$ cat src/rtl/pattern_checker_pkg.sv
// Shared types and defaults for the pattern checker: FSM encoding, default
// strobe period and resync threshold, and the counter/datapath widths.
package pattern_checker_pkg;

  typedef enum logic [1:0] {
    ST_IDLE    = 2'd0,
    ST_ACQUIRE = 2'd1,
    ST_TRACK   = 2'd2
  } state_t;

  localparam int DEF_STROBE_PERIOD = 25;
  localparam int DEF_RESYNC_THRESH = 4;

  localparam int DATA_W     = 16;
  localparam int WORD_CNT_W = 32;
  localparam int ERR_CNT_W  = 16;
  localparam int TIMER_W    = 8;
  localparam int MISS_W     = 8;

endpackage

$ cat src/rtl/pattern_checker_strobe_interval_timer.sv
// Measures clk cycles between consecutive strobes, saturating at all-ones.
// The interval is reported on a strobe only once an earlier strobe has armed it.
module strobe_interval_timer
  import pattern_checker_pkg::*;
(
  input  logic               clk,
  input  logic               reset_n,
  input  logic               run,
  input  logic               strobe,
  output logic               interval_valid,
  output logic [TIMER_W-1:0] interval_value
);

  logic [TIMER_W-1:0] count;
  logic               armed;

  always_ff @(posedge clk or negedge reset_n) begin
    if (!reset_n) begin
      count <= '0;
      armed <= 1'b0;
    end else if (!run) begin
      count <= '0;
      armed <= 1'b0;
    end else if (strobe) begin
      count <= TIMER_W'(1);
      armed <= 1'b1;
    end else if (count != '1) begin
      count <= count + 1'b1;
    end
  end

  assign interval_valid = strobe & armed & run;
  assign interval_value = count;

endmodule

$ cat config.mk
export PLATFORM = sky130hd
export DESIGN_NAME = strobe_interval_timer
export DESIGN_NICKNAME = d
export VERILOG_FILES = /design/src/rtl/pattern_checker_pkg.sv /design/src/rtl/pattern_checker_strobe_interval_timer.sv
export SDC_FILE = /design/constraint.sdc
export NUM_CORES = 1
export LEC_CHECK = 0
export ABC_AREA = 1
export CELL_PAD_IN_SITES_DETAIL_PLACEMENT = 1
export CELL_PAD_IN_SITES_GLOBAL_PLACEMENT = 2
export CORE_UTILIZATION = 26
export CTS_CLUSTER_SIZE = 28
export DETAILED_ROUTE_END_ITERATION = 8
export PLACE_DENSITY = 0.77
export RECOVER_POWER = 25
export SYNTH_ARGS = -nofsm -noshare
export SYNTH_HDL_FRONTEND = slang
export SYNTH_SLANG_ARGS = --single-unit
$ cat constraint.sdc
create_clock -name clk -period 1.6 [get_ports clk]
set_clock_uncertainty 0.2 [all_clocks]
set_input_delay 0.16 -clock clk [delete_from_list [all_inputs] [get_ports clk]]
set_output_delay 0.16 -clock clk [all_outputs]
set_load 0.01 [all_outputs]
**After elaboration in Yosys (flattened, before gate mapping)**

Cells that the tools add are included.

- $add $sub $neg: 1
- Equality and inequality tests: 3
- Muxes and demuxes: 5
- Bitwise operators: 2

Operators by type and width:

| cell | number |
|---|---|
| 8-bit 2-to-1 mux | 3 |
| 8-bit by 1-bit adder with 8-bit output, second input constant | 1 |
| 8-bit != test, second input constant | 1 |
| 3-bit by 1-bit != test with 1-bit output, second input constant | 1 |
| 1-bit bitwise AND | 2 |
| 1-bit 2-to-1 mux | 2 |
| 2-bit by 1-bit != test with 1-bit output, second input constant | 1 |

- Bits in registers: 9
- Input bits: 4
- Output and inout port bits: 9
- Logic and storage cells: 13

**Logic depth before layout (Yosys ltp)**

Gate-level depths: netlist (run 1).

- Depth after elaboration: 4
- Gate-level depth with buffers: 6
- Mapped depth without buffers: 6

**Least setup slack after synthesis (run 1)**

OpenSTA, ideal clock, no wires.

- Kind: reg2reg
- Start: reg count[0], in the netlist interval_value[0]
- End: reg count[4], in the netlist interval_value[4]
- Library setup time: 0.118 ns
- Arrival: 1.185 ns
- Required time: 1.282 ns
- Setup slack: 0.097 ns
- Cell stages (with the launch flop): 7
- Path buffers: 0
- Clock period less this slack: 1.503 ns
- Path through: dfrtp_1 -> ha_1 -> nand2_2 -> nor2_2 -> or2_2 -> nand4_1 -> nand2_1

- Cells in the longest elaborated chain, start to end: 4
- Elaborated cells on any way between the ends: 6
- Classes of those cells: add/sub (1); eq/ne (2); mux (3)

RTL lines:

| element | RTL line | RTL |
|---|---|---|
| start: declaration | pattern_checker_strobe_interval_timer.sv:14 | `logic [TIMER_W-1:0] count;` |
| start signal: assignment | pattern_checker_strobe_interval_timer.sv:28 | `count <= count + 1'b1;` |
| 8-bit by 1-bit adder with 8-bit output | pattern_checker_strobe_interval_timer.sv:28 |  |
| 8-bit 2-to-1 mux | pattern_checker_strobe_interval_timer.sv:27 | `end else if (count != '1) begin` |
| 8-bit 2-to-1 mux | pattern_checker_strobe_interval_timer.sv:24 | `end else if (strobe) begin` |
| 8-bit 2-to-1 mux | pattern_checker_strobe_interval_timer.sv:21 | `end else if (!run) begin` |

Parallel ways exist; a longest one is shown, timed or not. The select of a mux whose other input is x is not followed.
A chain may end at the register's enable or synchronous reset.

**Worst setup path after layout (run 1)**

- Start: reg count[3], in the netlist interval_value[3]
- End: out interval_value[3]

RTL lines:

| element | RTL line | RTL |
|---|---|---|
| end: declaration | pattern_checker_strobe_interval_timer.sv:11 | `output logic [TIMER_W-1:0] interval_value` |

No word-level cell between the ends.

==> qor.csv, run 1 <==
stage,metric,value,unit
layout,post-route-cell-area,798,um2
drt,drt_pass1_iterations,4,
yosys,synthCells,65,
worst_setup_path,cp-end-kind,primary output,
yosys,yosysWarnings,0,
yosys,yosys.area.top_type,dfrtp_1,
pwr,p_per_area,607,mW/mm2
grt,grt.met2_usage,25.5,%
job,cap_violations,0,
drt,viasPerCell,4.56,
floorplanning,io_pins,13,
clock_network,cts_hold_buf,0,
layout,synthToLayoutAreaGrowth,48.0,%
drt,drt-initial-drc-count,7,
worst_setup_path,critPathKind,flop to primary output,
yosys,synth.area.top_cells,"dfrtp_1 (42%), nand2_1 (10%), nor3_4 (6.0%)",
placed_design,finalWeightedCongestion,0.805,
worst_setup_path,cp_max_fo,2,
yosys,ys_top_cells_by_count,"nand2_1 (15), dfrtp_1 (9), inv_1 (7)",
yosys,syn_avg_cell_area,8.30,um2
placed_design,portBuffers,12,
yosys,yosys.area.top_type_share,41.8,%
yosys,ys.flop_type,dfrtp_1,
worst_setup_path,cp.arrival,1170,ps
clock_network,clock_latency,270,ps
drt,vias,538,
clock_network,clock_path_buffers,2,
timing,whs,62.5,ps
drt,ant_nets,0,
layout,drive_gt1_share,33.0,%
floorplanning,die_x,47.5,um
layout,utilization,40.7,%
clock_network,cts_max_level,1,
yosys,yosysMostFrequentCell,nand2_1,
grt,grt_use_met3,2.26,%
pwr,finalPower,485,uW
timing,setup_violations,0,
worst_setup_path,reg2reg_from,interval_value[0],
drt,drc_errors,0,
timing,period_needed,1530,ps
floorplanning,core_area,0.00196,mm2
pwr,p_leak,0.399,nW
worst_hold_path,hold_path_class,input pin to asynchronous set/reset pin,
yosys,synth_cell_types,20,
clock_network,cts_root_buf,clkbuf_4,
yosys,syn_area,539,um2
timing,rsz0062_at_grt,no,
floorplanning,fp.dieArea,0.00226,mm2
placed_design,dpl.cell_count,111,
layout,final_cells,118,
grt,use_met1,20.5,%
yosys,synth_enable_flop_cells,0,
worst_setup_path,required,1240,ps
worst_setup_path,critical-path-top-delay-family,buffers and inverters,
grt,antenna_found_initial,0,
yosys,ys_ff_latch,9,
yosys,synth_nets,70,
worst_setup_path,start_kind,flop,
grt,grt_max_degree,10,
grt,grt.overflow.total,0,
worst_setup_path,crit_path_start,interval_value[3],
clock_network,cts_tree,done,
clock_network,cts.clk_slew.worst_paths,70,ps
layout,n_antenna_cell,0,
grt,grt_pass1_vias,527,
worst_setup_path,cpPeakStageDelay,540,ps
drt,post_drt_wl_per_cell,12.1,um
grt,top_usage_layer,met2,
grt,grt_pass1_wl,2350,um
worst_setup_path,critPathSlowestCell,clkdlybuf4s50_1,
grt,grtUsageTotal,15.3,%
yosys,ys_seq_area_share,41.8,%
placed_design,hpwl,1070,um
placed_design,place_area,746,um2
worst_setup_path,cp_cell_sequence,clkdlybuf4s50_1,
drt,wl,1430,um
timing,tightest_slew,440,ps
pwr,irDropWorstVdd,0.330,mV
floorplanning,start_util,27.5,%
timing,slew_violations,0,
clock_network,numCtsBuffers,3,
timing,slew_headroom,70.6,%
yosys,async_reset_ff_share,100,%
layout,final_nets,97,
floorplanning,die_y,47.5,um
timing,fin_crit_sh,95.3,%
run_status,outcome,"finished, final reports clean",
floorplanning,rows,16,
worst_setup_path,critPathBufInv,1,
clock_network,clock_sinks,9,
timing,max_freq,656,MHz
timing,finalHoldViolations,0,
==> registers in the layout (all words and copies together) (netlist names) <==
name            cells
interval_value      8
armed               1
==> worst paths after layout <==
| path | end | slack [ps] | depth (start not counted) |
|---|---|---|---|
| max in group asynchronous | interval_value[4] | 810 | 1 |
| min in group clk | armed | 330 | 2 |
| min | interval_value[1] | 60 | 1 |
| max | interval_value[3] | 70 | 1 |
| max reg2reg | interval_value[4] | 90 | 6 |
| min reg2reg | armed | 330 | 2 |
==> repair_timing <==
action                                  in CTS  in global routing
endpoints found under the setup margin       6                  2
gates resized for setup                      6                  2
pin swaps                                    0                  1
setup buffers                                2                  1
==> logic make-up (layout without fill, tap and decap cells) <==
logic type,count (synthesis),in the layout,share of synthesized area [%]
AND/OR/NAND/NOR,39,39,42.2
flip-flops,9,9,41.8
AO/OA/AOI/OAI,8,8,8.12
buffers and inverters,8,34,5.57
adder cells (fa/ha/maj),1,1,2.32
==> layer usage <==
metal / wire, um / part of all wire (%)
met1: 672 / 47
met2: 714 / 50
met3: 24 / 1.7
met4: 21 / 1.5
met5: 0 / 0
==> power breakdown <==
part | internal, mW | switching, mW
logic | 0.0285 | 0.0314
clock network | 0.0926 | 0.0970
registers | 0.232 | 0.00283
total | 0.353 | 0.131
==> cell usage in the layout (no fill, tap or decap), types with 4 or more instances in the layout <==
cell             synthesis  routed
buf_4                    0      10
clkdlybuf4s50_1          0       6
dfrtp_1                  9       7
dlygate4sd2_1            0       4
inv_1                    7       7
nand2_1                 15      15
nand3_1                  5       5
==> layout make-up <==
cell class	instances	area, um2
clock inverter	1	5.00
clock buffer	3	22.5
multi-input combinational	48	287
timing repair buffer	22	193
fill	255	1160
tap	27	33.8
inverter	8	30.0
sequential	9	228
==> per-stage QoR <==
stage                     setup WS (ps)  TNS [ps]
after floorplan                    97.2         0
after global placement             -194      -194
after detailed placement           -205      -205
after CTS                          15.5         0
after global routing               10.9         0
final                              74.7         0
Note: power is estimated with default switching activity, not from simulation.
==> run 2, diff against run 1 <==
==> constraint.sdc (replaced) <==
create_clock -name clk -period 1.6 [get_ports clk]
set_clock_uncertainty 0.2 [all_clocks]
set_input_delay 0.24 -clock clk [delete_from_list [all_inputs] [get_ports clk]]
set_output_delay 0.24 -clock clk [all_outputs]
set_load 0.01 [all_outputs]
==> qor.csv, run 2 (synthesized netlist as in run 1, its figures left out) <==
stage,metric,value,unit,change
worst_setup_path,critPathBufInv,3,,+2
drt,viasPerCell,4.51,,-1.1%
timing,slew_headroom,69.5,%,-1.1 points
layout,largest_reg_flops,8,,unchanged
clock_network,cts_tree,done,,
timing,finalHoldViolations,0,,unchanged
worst_setup_path,cp-end-kind,primary output,,
floorplanning,die_x,47.5,um,unchanged
worst_setup_path,r2r_cells,7,,+1
worst_setup_path,required,1160,ps,-80 ps
grt,grt_pass1_wl,2060,um,-13%
worst_setup_path,cpPeakStageDelay,470,ps,-70 ps
clock_network,cts_root_buf,clkbuf_4,,
drt,vias,541,,+0.56%
grt,grt_pass1_vias,475,,-9.9%
layout,n_antenna_cell,0,,unchanged
layout,synthToLayoutAreaGrowth,52.4,%,
placed_design,finalWeightedCongestion,0.815,,+1.2%
grt,grt_max_degree,10,,unchanged
run_status,outcome,"finished, final reports clean",,
pwr,finalPower,479,uW,-1.1%
timing,fin_crit_sh,97.1,%,+1.8 points
drt,wl,1450,um,+1.4%
worst_setup_path,rrSetupSlack,50,ps,-40 ps
floorplanning,io_pins,13,,unchanged
worst_setup_path,cp_max_fo,2,,unchanged
layout,regArea,225,um2,-1.1%
worst_setup_path,cp_cell_sequence,clkdlybuf4s50_1 > inv_1 > nor3_2 > buf_2,,
layout,final_nets,99,,+2.1%
floorplanning,core_area,0.00196,mm2,unchanged
layout,layout_common_cells,"nand2_1 (15), buf_4 (11), dfrtp_1 (9)",,
layout,drive_gt1_share,34.4,%,+1.4 points
pwr,irDropWorstVdd,0.295,mV,-10%
timing,fin_ws,46.1,ps,-28.6 ps
worst_setup_path,cp.arrival,1110,ps,-60 ps
timing,rsz0062_at_grt,yes,,
worst_setup_path,critPathSlowestCell,clkdlybuf4s50_1,,
pwr,p_leak,0.456,nW,+14%
floorplanning,rows,16,,unchanged
drt,ant_nets,0,,unchanged
grt,antenna_found_initial,0,,unchanged
drt,post_drt_wl_per_cell,12.1,um,-0.29%
clock_network,numCtsBuffers,3,,unchanged
layout,nFillCells,268,,+5.1%
worst_setup_path,reg2reg_from,interval_value[0],,
floorplanning,start_util,27.5,%,unchanged
worst_setup_path,reg2reg_to,interval_value[4],,
timing,setup_violations,0,,unchanged
layout,multi_input_area,297,um2,+3.5%
layout,utilization,41.9,%,+1.2 points
floorplanning,die_y,47.5,um,unchanged
clock_network,cts_hold_buf,0,,unchanged
clock_network,cts.clk_slew.worst_paths,60,ps,about the same
timing,tightest_slew,456,ps,+15.9 ps
clock_network,clock_path_buffers,2,,unchanged
grt,grtUsageTotal,13.7,%,-1.6 points
timing,period_needed,1550,ps,+28.6 ps
drt,drc_errors,0,,unchanged
placed_design,portBuffers,12,,unchanged
placed_design,hpwl,1060,um,-0.30%
timing,max_freq,644,MHz,-1.8%
layout,final_common_cell,nand2_1,,
pwr,p_per_area,583,mW/mm2,-4.0%
grt,grt.overflow.total,0,,unchanged
worst_setup_path,critPathKind,input pin to primary output,,
job,cap_violations,0,,unchanged
clock_network,clock_latency,260,ps,about the same
floorplanning,fp.dieArea,0.00226,mm2,unchanged
drt,drt_pass1_iterations,4,,unchanged
worst_hold_path,hold_path_class,input pin to asynchronous set/reset pin,,
worst_setup_path,start_kind,input pin,,
clock_network,cts_max_level,1,,unchanged
clock_network,clock_sinks,9,,unchanged
timing,slew_violations,0,,unchanged
worst_setup_path,critical-path-top-delay-family,buffers and inverters,,
placed_design,dp_worst_setup_slack,-366,ps,-161 ps
drt,drt-initial-drc-count,8,,+1
==> run 2: where the power goes <==
part	total, mW	switching [mW]	internal [mW]	leakage, nW
clock network	0.180	0.0840	0.0964	0.0150
logic	0.0629	0.0330	0.0299	0.319
registers	0.236	0.00348	0.232	0.122
==> run 2: final cells by class <==
class / count / area share (%)
sequential: 9 / 27.4
timing repair buffer: 24 / 25.6
clock buffer: 4 / 3.20
tap: 27 / 4.11
multi-input combinational: 48 / 36.1
inverter: 8 / 3.65
==> run 2: what timing repair did <==
action	4_1_cts	5_1_grt
setup endpoints to repair	6	6
pin swaps	0	1
buffers inserted	2	2
gates resized for setup	9	8
==> run 2: how the worst max path moves through the flow <==
| stage | start | cells after the start | to | slack, ps |
|---|---|---|---|---|
| 2_1_floorplan | interval_value[0] | 6 | interval_value[4] | 100 |
| 3_3_place_gp | strobe | 4 | interval_valid | -350 |
| 3_5_place_dp | strobe | 4 | interval_valid | -370 |
| 4_1_cts | interval_value[0] | 7 | interval_value[4] | -10 |
| 5_1_grt | interval_value[0] | 7 | interval_value[4] | -20 |
| 6_report | strobe | 4 | interval_valid | 50 |
==> run 2: layer usage <==
layer | vias to the layer above | wire length [um] | part of all wire [%] | global-route usage, %
met4 | 0 | 46 | 3.2 | 10.0
met3 | 4 | 21 | 1.4 | 1.13
met1 | 253 | 700 | 48 | 18.5
li1 | 273 | - | - | -
met5 | - | 0 | 0 | 0
met2 | 11 | 684 | 47 | 20.5
==> run 2: stage by stage <==
step	cell area [um2]	TNS [ps]	std cells	hold slack [ps]
3_5_place_dp	753	-537	112	324
3_3_place_gp	753	-549	112	314
4_1_cts	783	-9.51	118	98.9
6_report	822	0	120	160
2_1_floorplan	539	0	65	-256
5_1_grt	822	-22.5	120	193
==> run 2: worst register-to-register path, stage by stage, from the launching register on <==
cell     delay, ps
dfrtp_1        390
buf_6          130
ha_2           190
nand2_2         90
nor2_2          60
or2_2          270
nand4_1         70
nand2_1         50
==> RTL edit, RTL diff (config.mk and constraints of run 1) <==
Set the package constant `TIMER_W` to 10 (it was 8).
--- a/src/rtl/pattern_checker_pkg.sv
+++ b/src/rtl/pattern_checker_pkg.sv
@@ -15,5 +15,5 @@
   localparam int WORD_CNT_W = 32;
   localparam int ERR_CNT_W  = 16;
-  localparam int TIMER_W    = 8;
+  localparam int TIMER_W    = 10;
   localparam int MISS_W     = 8;
 
Ports: changed (resized interval_value); port bits go from 13 to 15. No check against the original RTL was run, so the function may have changed too.
==> RTL edit against run 1 <==
Routed wire length up 53%; synthesized area up 24%; power up 16%; maximum frequency down 2.3%; sequential share of layout area down 2.3 points; setup slack worse by 0.036 ns; sequential cell count up 2; critical endpoint is now interval_value[4]; worst hold slack better by 0.26 ns; cell count up 36%; via count up 43%; final area up 32%.
==> RTL edit: results (changes against run 1) <==
* Outcome: finished, final reports clean (unchanged)
* Routed WL at 2190 um (was 1430 um)
* DPL Wire Length at 1460 um (was 1070 um)
* Worst stage delay on the critical path at 0.53 ns
* CP Launch Point: interval_value[4] (was interval_value[3])
* Ratio of cells with drive above 1 in the final layout at 31.3% (was 33.0%)
* Reg2reg setup slack at 0.05 ns (was 0.09 ns)
* First-pass GRT wire length at 3440 um (was 2350 um)
* M3 GR Usage at 2.03% (was 2.26%)
* Slew headroom at 69.7% (was 70.6%)
* Seq/Total Area, Yosys at 41.2% (was 41.8%)
* Total CTS buffers at 3 (unchanged)
* Internal power at 0.413 mW (was 0.353 mW)
* Async S/R FF share, synth at 100% (unchanged)
* IO buf count at 14 (was 12)
* Main area contributors after synthesis: dfrtp_1, nand2_1, nand3_1, nor2_4, nor2_1 (was dfrtp_1, nand2_1, nor3_4, inv_1, nand3_1)
* GP Congestion at 0.753 (was 0.805)
* Slowest stage cell, crit path: clkdlybuf4s50_1 (unchanged)
* Post-synth top flop: dfrtp_1 (unchanged)
* Iter 0 DRT Violations at 3 (was 7)
* Cell variety after synth at 18 (was 20)
* Met2 Usage GRT at 27.2% (was 25.5%)
* WHS Path Cells at 2
* Later-pin clock latency in the skew report at 0.28 ns
* Worst r2r path cells at 7 (was 6)
* Leakage at 0.560 nW (was 0.399 nW)
* Final slew viol count at 0 (unchanged)
* Via count at 769 (was 538)
* Diode count at 0 (unchanged)
* NumNets Final at 137 (was 97)
* Clock buffer depth at 2 (unchanged)
* Number of global-route vias before repair at 705 (was 527)
* All-Layer GR Usage at 17.7% (was 15.3%)
* Crit path max-delay family: buffers and inverters (unchanged)
* Crit Path Max Fanout at 2 (unchanged)
* Reg-to-reg critical path startpoint: interval_value[1] (was interval_value[0])
* Largest net degree at the start of global routing at 12 (was 10)
* CP arrival at 1.20 ns (was 1.17 ns)
* Initial antenna violation count at 0 (unchanged)
* DRT Pass-1 Iters at 2 (was 4)
* End point of the critical path: interval_value[4] (was interval_value[3])
* Largest register FFs at 10 (was 8)
* Fillcell total at 316 (was 255)
* Hold Crit Class: flip-flop to flip-flop (was input port to async pin)
* CTS root buf: clkbuf_4 (unchanged)
* Syn_nets at 94 (was 70)
* Met1 GRT Util at 23.9% (was 20.5%)
* Clk pin slew, worst setup/hold paths at 0.08 ns
* Maximum vdd drop at 0.251 mV (was 0.330 mV)
* R2r endpoint: interval_value[4] (unchanged)
* Warnings, synthesis at 0 (unchanged)
* Commonest cells in the netlist: nand2_1, dfrtp_1, nand3_1 (was nand2_1, dfrtp_1, inv_1)
RTL edit: cell count changes after synthesis, moves of 3 or more:
cell / delta
nand2_1: +11
nand3_1: +5
nor2_1: +6
nor2_4: +3
RTL edit: per-stage QoR:
step | total power, mW | util, % | setup slack (ns) | instance area (um^2) | std cells
after floorplan | 0.314 | - | 0.0491 | 668 | 89
after global placement | 0.363 | 37.2 | -0.234 | 913 | 142
after detailed placement | 0.365 | 37.2 | -0.226 | 913 | 142
after CTS | 0.571 | 40.7 | 0.00675 | 1000 | 154
after global routing | 0.597 | 43.0 | -0.0274 | 1060 | 161
final | 0.563 | 43.0 | 0.0392 | 1060 | 161
RTL edit: kinds of logic after synthesis:
logic type | share of synthesized area, %
buf+inv | 5.62
fa+ha+maj | 1.87
flops | 41.2
compound gates | 6.55
simple gates | 44.8
RTL edit: worst min-delay path, delay by kind of cell (launching register included):
family	cells	cell delay, ns
AOI/OAI and AO/OA	1	0.06
buffers and inverters	1	0.07
DFF	1	0.36
RTL edit: repair_timing:
| item | CTS | global route |
|---|---|---|
| endpoints found under the hold margin | 11 | 0 |
| endpoints found under the setup margin | 10 | 4 |
| setup buffers | 7 | 6 |
| pin swaps | 0 | 5 |
| gates resized for setup | 4 | 8 |
| cloned | 0 | 1 |
| hold buffers | 1 | 0 |
RTL edit: power groups by stage:
stage                     Sequential [mW]  Clock, mW  Combinational, mW
after floorplan                     0.295          0             0.0195
after global placement              0.291          0             0.0727
after detailed placement            0.291          0             0.0739
after CTS                           0.285      0.212             0.0739
after global routing                0.285      0.228             0.0830
final                               0.285      0.204             0.0737
RTL edit: area by class of cell:
class | instances | area share, %
Sequential cell | 11 | 26.2
Clock buffer | 4 | 2.49
Tap cell | 30 | 3.55
Inverter | 10 | 3.55
Multi-Input combinational cell | 69 | 35.4
Timing Repair Buffer | 37 | 28.8
RTL edit: worst min path at each step:
| stage | startpoint | end | slack [ns] |
|---|---|---|---|
| floorplan | reset_n | armed | -0.34 |
| global placement | reset_n | interval_value[7] | 0.28 |
| detailed placement | reset_n | interval_value[7] | 0.28 |
| CTS | armed | armed | 0.33 |
| global route | armed | armed | 0.36 |
| finish | armed | armed | 0.33 |
RTL edit: metal layers:
| layer | vias to the layer above | share of wire (%) | wire length (um) |
|---|---|---|---|
| li1 | 374 | - | - |
| met1 | 375 | 47 | 1040 |
| met2 | 15 | 48 | 1050 |
| met3 | 5 | 2.9 | 64 |
| met4 | 0 | 2.0 | 43 |
| met5 | - | 0 | 0 |
